$ cat config.mk
export PLATFORM = sky130hd
export DESIGN_NAME = fp_add_arbiter_flat
export DESIGN_NICKNAME = d
export VERILOG_FILES = /design/src/rtl/fp_add_arbiter_if.sv /design/src/rtl/fp_add_arbiter.sv /design/src/flat_wrapper.sv
export SDC_FILE = /design/constraint.sdc
export NUM_CORES = 1
export LEC_CHECK = 0
export ABC_AREA = 1
export CORE_ASPECT_RATIO = 1.5
export CORE_MARGIN = 8
export CORE_UTILIZATION = 30
export CTS_CLUSTER_DIAMETER = 200
export DETAILED_ROUTE_END_ITERATION = 8
export PLACE_DENSITY = 0.66
export SLEW_MARGIN = 0
export SYNTH_ARGS = -nofsm -noshare
export SYNTH_HDL_FRONTEND = slang
export SYNTH_SLANG_ARGS = --single-unit
$ cat constraint.sdc
create_clock -name aclk -period 5.5 [get_ports aclk]
set_input_delay 0.55 -clock aclk [delete_from_list [all_inputs] [get_ports aclk]]
set_output_delay 0.55 -clock aclk [all_outputs]
set_load 0.005 [all_outputs]
$ cat src/rtl/fp_add_arbiter_if.sv
// Bundles the requester, fpAdd and response signals of the fpAdd arbiter.
interface fp_add_arbiter_if #(
    parameter int unsigned NUM_REQ     = 4,
    parameter int unsigned ADD_LATENCY = 8
);
    localparam int unsigned CNT_W = $clog2(ADD_LATENCY + 2) + 1;

    logic [NUM_REQ-1:0]    req_valid;
    logic [NUM_REQ-1:0]    req_ready;
    logic [NUM_REQ*32-1:0] req_a;
    logic [NUM_REQ*32-1:0] req_b;
    logic [31:0]           add_value1;
    logic [31:0]           add_value2;
    logic [31:0]           add_result;
    logic [NUM_REQ-1:0]    resp_valid;
    logic [31:0]           resp_data;
    logic [CNT_W-1:0]      in_flight;

    // Client side: drives operands and the fpAdd result.
    modport master (
        output req_valid, req_a, req_b, add_result,
        input  req_ready, add_value1, add_value2, resp_valid, resp_data, in_flight
    );

    // Arbiter side.
    modport slave (
        input  req_valid, req_a, req_b, add_result,
        output req_ready, add_value1, add_value2, resp_valid, resp_data, in_flight
    );
endinterface

$ cat src/rtl/fp_add_arbiter.sv
// Round-robin sharing of one fixed-latency fpAdd core between NUM_REQ requesters;
// a tag pipeline tracks the owner of every in-flight add.
module fp_add_arbiter #(
    parameter int unsigned NUM_REQ     = 4,
    parameter int unsigned ADD_LATENCY = 8,
    parameter int unsigned ID_W        = $clog2(NUM_REQ)
) (
    input  logic             aclk,
    input  logic             aresetn,
    input  logic             enable,
    fp_add_arbiter_if.slave  bus
);
    localparam int unsigned CNT_W = $clog2(ADD_LATENCY + 2) + 1;

    logic [ID_W-1:0]                  r_ptr;
    logic [ADD_LATENCY:0]             r_tag_v;
    logic [ADD_LATENCY:0][ID_W-1:0]   r_tag_id;
    logic [31:0]                      r_add_v1;
    logic [31:0]                      r_add_v2;
    logic [NUM_REQ-1:0]               r_resp_valid;
    logic [31:0]                      r_resp_data;
    logic [CNT_W-1:0]                 r_in_flight;

    logic                             w_issue;
    logic [ID_W-1:0]                  w_gnt_id;
    logic [NUM_REQ-1:0]               w_gnt;
    logic                             w_ret;

    // Search upward from pointer+1, wrapping; first asserted valid wins.
    always_comb begin
        int unsigned idx;
        idx      = 0;
        w_issue  = 1'b0;
        w_gnt_id = '0;
        w_gnt    = '0;
        if (enable) begin
            for (int unsigned k = 1; k <= NUM_REQ; k++) begin
                idx = (32'(r_ptr) + k) % NUM_REQ;
                if (!w_issue && bus.req_valid[idx]) begin
                    w_issue  = 1'b1;
                    w_gnt_id = ID_W'(idx);
                end
            end
        end
        if (w_issue) w_gnt = NUM_REQ'(1) << w_gnt_id;
    end

    assign w_ret = r_tag_v[ADD_LATENCY];

    always_ff @(posedge aclk or negedge aresetn) begin
        if (!aresetn) begin
            r_ptr        <= ID_W'(NUM_REQ - 1);
            r_tag_v      <= '0;
            r_tag_id     <= '0;
            r_add_v1     <= '0;
            r_add_v2     <= '0;
            r_resp_valid <= '0;
            r_resp_data  <= '0;
            r_in_flight  <= '0;
        end else begin
            // Idle cycles feed 0+0 with an invalid tag so its result is dropped.
            r_tag_v  <= {r_tag_v[ADD_LATENCY-1:0], w_issue};
            r_tag_id <= {r_tag_id[ADD_LATENCY-1:0], w_gnt_id};
            if (w_issue) begin
                r_ptr    <= w_gnt_id;
                r_add_v1 <= bus.req_a[w_gnt_id*32 +: 32];
                r_add_v2 <= bus.req_b[w_gnt_id*32 +: 32];
            end else begin
                r_add_v1 <= '0;
                r_add_v2 <= '0;
            end

            r_resp_valid <= w_ret ? (NUM_REQ'(1) << r_tag_id[ADD_LATENCY]) : '0;
            if (w_ret) r_resp_data <= bus.add_result;

            case ({w_issue, w_ret})
                2'b10:   r_in_flight <= r_in_flight + CNT_W'(1);
                2'b01:   r_in_flight <= r_in_flight - CNT_W'(1);
                default: r_in_flight <= r_in_flight;
            endcase
        end
    end

    assign bus.req_ready  = w_gnt;
    assign bus.add_value1 = r_add_v1;
    assign bus.add_value2 = r_add_v2;
    assign bus.resp_valid = r_resp_valid;
    assign bus.resp_data  = r_resp_data;
    assign bus.in_flight  = r_in_flight;
endmodule
$ cat src/flat_wrapper.sv
// flat-port wrapper written by rule: the top's interface ports become plain ports
module fp_add_arbiter_flat 
#(
    parameter int unsigned NUM_REQ     = 4,
    parameter int unsigned ADD_LATENCY = 8,
    parameter int unsigned ID_W        = $clog2(NUM_REQ)
)
  (aclk, aresetn, enable, bus_req_valid, bus_req_a, bus_req_b, bus_add_result, bus_req_ready, bus_add_value1, bus_add_value2, bus_resp_valid, bus_resp_data, bus_in_flight);
  fp_add_arbiter_if #(.NUM_REQ(NUM_REQ), .ADD_LATENCY(ADD_LATENCY)) bus_i ();
  input  logic aclk;
  input  logic aresetn;
  input  logic enable;
  input wire logic [$bits(bus_i.req_valid)-1:0] bus_req_valid;
  input wire logic [$bits(bus_i.req_a)-1:0] bus_req_a;
  input wire logic [$bits(bus_i.req_b)-1:0] bus_req_b;
  input wire logic [$bits(bus_i.add_result)-1:0] bus_add_result;
  output wire logic [$bits(bus_i.req_ready)-1:0] bus_req_ready;
  output wire logic [$bits(bus_i.add_value1)-1:0] bus_add_value1;
  output wire logic [$bits(bus_i.add_value2)-1:0] bus_add_value2;
  output wire logic [$bits(bus_i.resp_valid)-1:0] bus_resp_valid;
  output wire logic [$bits(bus_i.resp_data)-1:0] bus_resp_data;
  output wire logic [$bits(bus_i.in_flight)-1:0] bus_in_flight;
  assign bus_i.req_valid = bus_req_valid;
  assign bus_i.req_a = bus_req_a;
  assign bus_i.req_b = bus_req_b;
  assign bus_i.add_result = bus_add_result;
  assign bus_req_ready = bus_i.req_ready;
  assign bus_add_value1 = bus_i.add_value1;
  assign bus_add_value2 = bus_i.add_value2;
  assign bus_resp_valid = bus_i.resp_valid;
  assign bus_resp_data = bus_i.resp_data;
  assign bus_in_flight = bus_i.in_flight;
  fp_add_arbiter #(.NUM_REQ(NUM_REQ), .ADD_LATENCY(ADD_LATENCY), .ID_W(ID_W)) u_core (.aclk(aclk), .aresetn(aresetn), .enable(enable), .bus(bus_i));
endmodule
==> impl_metrics.prom <==
# TYPE chip_impl_metric gauge
chip_impl_metric{name="grt_max_degree",unit=""} 130
chip_impl_info{name="hold_path_class",value="primary input to asynchronous set/reset pin"} 1
chip_impl_info{name="end_kind",value="primary output"} 1
chip_impl_info{name="crit_slowest_cell",value="dfstp_2"} 1
chip_impl_metric{name="worstRegToRegCells",unit=""} 18
chip_impl_metric{name="powerDensity",unit="mW/mm^2"} 538
chip_impl_metric{name="ys_seq_elements",unit=""} 134
chip_impl_info{name="synthMostInstantiatedCell",value="nand2_1"} 1
chip_impl_metric{name="syn2layout_area_growth",unit="%"} 66.2
chip_impl_metric{name="track_usage",unit=""} 0.198
chip_impl_metric{name="slew-limit-headroom",unit=""} 0.261
chip_impl_metric{name="design.die.area",unit="mm^2"} 0.0286
chip_impl_metric{name="post_route_cells_drive_above_1_share",unit=""} 0.0493
chip_impl_metric{name="rows",unit=""} 68
chip_impl_metric{name="preCtsSetupSlack",unit="ns"} 1.60
chip_impl_metric{name="synth.top_cell.area_share",unit=""} 0.472
chip_impl_metric{name="cts-buffers-inserted",unit=""} 17
chip_impl_info{name="path_class",value="flip-flop to primary output"} 1
chip_impl_info{name="crit_path_end",value="bus_req_ready[1]"} 1
chip_impl_metric{name="finClkSkew",unit="ns"} 0.00880
chip_impl_metric{name="max-cap-violations",unit=""} 0
chip_impl_metric{name="drv_slew",unit=""} 0
chip_impl_metric{name="postSynthCellCount",unit=""} 928
chip_impl_info{name="dominant_register_cell_in_the_synthesized_netlist",value="dfrtp_1"} 1
chip_impl_info{name="regToRegStartpoint",value="u_core.r_ptr[0]"} 1
chip_impl_metric{name="max-vdd-ir-drop",unit="mV"} 0.413
chip_impl_metric{name="netlist-cell-type-count",unit=""} 30
chip_impl_metric{name="final_net_count",unit=""} 1585
chip_impl_metric{name="numClockSinks",unit=""} 134
chip_impl_metric{name="setup_viol_count_final",unit=""} 0
chip_impl_metric{name="num_antenna_cells",unit=""} 0
chip_impl_info{name="rsz0062_at_grt",value="false"} 1
chip_impl_metric{name="timing_worst_slew_pin_value",unit="ns"} 1.10
chip_impl_metric{name="ctsHtreeMaxLevel",unit=""} 4
chip_impl_metric{name="path_max_fanout",unit=""} 68
chip_impl_metric{name="num_vias",unit=""} 7494
chip_impl_metric{name="grt_antenna_before_repair",unit=""} 0
chip_impl_info{name="synth_area_leader_cell",value="dfrtp_1"} 1
chip_impl_metric{name="layout_setup_ws",unit="ns"} 1.65
chip_impl_metric{name="placeableCoreArea",unit="mm^2"} 0.0230
chip_impl_metric{name="start_util",unit=""} 0.304
chip_impl_metric{name="cts_max_path_buffers",unit=""} 2
chip_impl_metric{name="yosys_warnings",unit=""} 0
chip_impl_info{name="outcome",value="completed"} 1
chip_impl_metric{name="fp.dieH",unit="um"} 203
chip_impl_metric{name="drt.antenna.violating_nets",unit=""} 0
chip_impl_metric{name="wire_per_inst",unit="um"} 17.9
chip_impl_metric{name="route.detailed.vias_per_inst",unit=""} 4.75
chip_impl_metric{name="post_cts_resized",unit=""} 0
chip_impl_metric{name="syn_nets",unit=""} 1227
chip_impl_metric{name="critical-path-max-stage-delay",unit="ns"} 0.65
chip_impl_metric{name="post-cts-setup-buffer-count",unit=""} 0
chip_impl_metric{name="detailedPlacementHpwl",unit="um"} 21400
chip_impl_metric{name="clk-insertion-delay-late",unit="ns"} 0.43
chip_impl_info{name="cts_root_buffer",value="clkbuf_16"} 1
chip_impl_metric{name="clkTransAtPathRegs",unit="ns"} 0.06
chip_impl_info{name="critical_path.reg2reg.endpoint",value="u_core.bus.in_flight[4]"} 1
chip_impl_metric{name="drcViolationCount",unit=""} 0
chip_impl_metric{name="critical_path.n_buffers_inverters",unit=""} 3
chip_impl_metric{name="port_buffers",unit=""} 403
chip_impl_info{name="synth_commonest_cells",value="nand2_1 (265), nand3_1 (263), nor2_1 (135), dfrtp_1 (132), buf_2 (31)"} 1
chip_impl_info{name="path_delay_family",value="simple AND/OR/NAND/NOR gates"} 1
chip_impl_metric{name="globalRouteOverflowTotal",unit=""} 0
chip_impl_metric{name="path_depth",unit=""} 12
chip_impl_metric{name="cts_hold_buffers",unit=""} 0
chip_impl_metric{name="max_clk_rate",unit="GHz"} 0.260
chip_impl_metric{name="drt-initial-drc-count",unit=""} 288
chip_impl_metric{name="synth_sequential_area_ratio",unit=""} 0.480
chip_impl_metric{name="die_extent_in_x",unit="um"} 141
chip_impl_metric{name="final.setup.tns",unit="ns"} 0
chip_impl_info{name="timing.critical_path.cells",value="inv_4 > nand2_2 > nand2_1 > nand2_1 > nand2_2 > nor2_8 > nand3_2 > nand2_4 > inv_2 > nand2_4 > nor2_1 > clkdlybuf4s50_1"} 1
chip_impl_metric{name="iteration_count_of_the_initial_detailed_routing_pass",unit=""} 5
chip_impl_metric{name="worst_ep_arrival_time",unit="ns"} 3.30
chip_impl_metric{name="leakage",unit="nW"} 5.48
chip_impl_metric{name="timing_hold_violations_final",unit=""} 0
chip_impl_metric{name="number_of_flops_mapped_to_enable_cells_by_yosys",unit=""} 0
chip_impl_metric{name="grt_pass1_vias",unit=""} 7614
chip_impl_metric{name="io_pins",unit=""} 404
chip_impl_metric{name="detail_route.wirelength",unit="um"} 28300
chip_impl_metric{name="synth.avg_cell_area",unit="um^2"} 7.54
chip_impl_metric{name="timing.final.crit_period",unit="ns"} 3.85
chip_impl_metric{name="layout_worst_path_cycle_share",unit=""} 0.700
chip_impl_info{name="tritoncts",value="built"} 1
chip_impl_info{name="synthTopCellsByArea",value="dfrtp_1 (47%), nand3_1 (19%), nand2_1 (14%)"} 1
chip_impl_metric{name="synth_async_sr_flop_share",unit=""} 1.00
chip_impl_metric{name="r2r_setup_slack",unit="ns"} 1.97
chip_impl_metric{name="grt_first_pass_wirelength",unit="um"} 43600
chip_impl_metric{name="timing.critical_path.required",unit="ns"} 4.95
chip_impl_metric{name="globalplace.congestion",unit=""} 0.871
chip_impl_info{name="first_element_of_the_critical_path",value="u_core.r_ptr[0]"} 1
chip_impl_info{name="cp-start-kind",value="flip-flop"} 1
chip_impl_metric{name="synth_area",unit="mm^2"} 0.00699
-- cells by family (layout without fill, tap and decap cells) --
kind of cell             after synthesis  in the layout  share of synthesized area
XOR/XNOR                               4              4                    0.00501
flip-flops                           134            134                      0.480
AND/OR/NAND/NOR                      684            684                      0.427
adder cells (fa/ha/maj)                4              4                    0.00716
AO/OA/AOI/OAI                         14             14                     0.0107
buffers and inverters                 88            458                     0.0703
-- power breakdown --
part	leakage (nW)	internal, mW	switching [mW]
logic	3.50	1.44	2.16
registers	1.71	1.37	0.160
clock network	0.275	0.671	0.446
total	5.48	3.48	2.77
-- area by class of cell --
class	instances	area, um^2
clock inverters	13	151
repair buffers	410	4110
multi-input cells	706	3160
fillers	2204	11400
clock buffers	18	429
flip-flops and latches	134	3360
inverters	17	66.3
well taps	280	350
-- stage by stage --
| step | instances | power [mW] | hold slack (ns) | area [um^2] | utilization |
|---|---|---|---|---|---|
| global route | 1578 | 6.82 | 0.241 | 11600 | 0.506 |
| finish | 1578 | 6.25 | 0.170 | 11600 | 0.506 |
| detailed placement | 1547 | 5.18 | 0.335 | 11000 | 0.481 |
| CTS | 1578 | 6.33 | 0.213 | 11600 | 0.506 |
| floorplan | 928 | 3.86 | 0.254 | 6990 | - |
| global placement | 1547 | 5.14 | 0.331 | 11000 | 0.481 |
-- flip-flops by register name, summed over array words and instances, names as in the netlist --
signal                 cells
u_core.bus.in_flight       5
u_core.bus.add_value2     32
u_core.bus.resp_valid      4
u_core.bus.resp_data      32
u_core.r_ptr               2
u_core.r_tag_v             9
u_core.bus.add_value1     32
u_core.r_tag_id           18
-- per-layer routing --
metal / GRT usage / up-vias / share of wire
li1: - / 3725 / -
met1: 0.212 / 3405 / 0.37
met2: 0.345 / 326 / 0.51
met3: 0.0752 / 38 / 0.090
met4: 0.0794 / 0 / 0.029
met5: 0 / - / 0
-- placed cells by master, fill, tap and decap left out --
cell type        instances
a21boi_1                 1
a21oi_1                  5
buf_12                   2
buf_4                    5
buf_6                    1
bufinv_16                2
clkbuf_1                 1
clkbuf_16               17
clkdlybuf4s50_1        402
clkinv_1                 1
clkinv_2                 1
clkinv_4                 4
clkinvlp_4               3
dfrtp_1                132
dfstp_2                  2
ha_1                     4
inv_1                    9
inv_2                    6
inv_4                    1
inv_6                    2
inv_8                    1
nand2_1                265
nand2_2                  8
nand2_4                  4
nand3_1                263
nand3_2                  2
nor2_1                 135
nor2_4                   2
nor2_8                   1
nor3_1                   4
o211ai_1                 1
o21ai_0                  6
o21ai_1                  1
xnor2_1                  3
xor2_1                   1
-- worst min path at each step --
stage,startpoint,to,slack [ns],cells after the start
after floorplan,aresetn,u_core.bus.add_value1[0],0.25,0
after global placement,u_core.r_tag_id[7],u_core.r_tag_id[9],0.33,0
after detailed placement,u_core.r_tag_id[9],u_core.r_tag_id[11],0.33,0
after CTS,aresetn,u_core.bus.resp_data[10],0.21,1
after global routing,aresetn,u_core.bus.resp_data[11],0.24,1
final,aresetn,u_core.bus.resp_data[10],0.17,1
(Power assumes the default switching activity.)
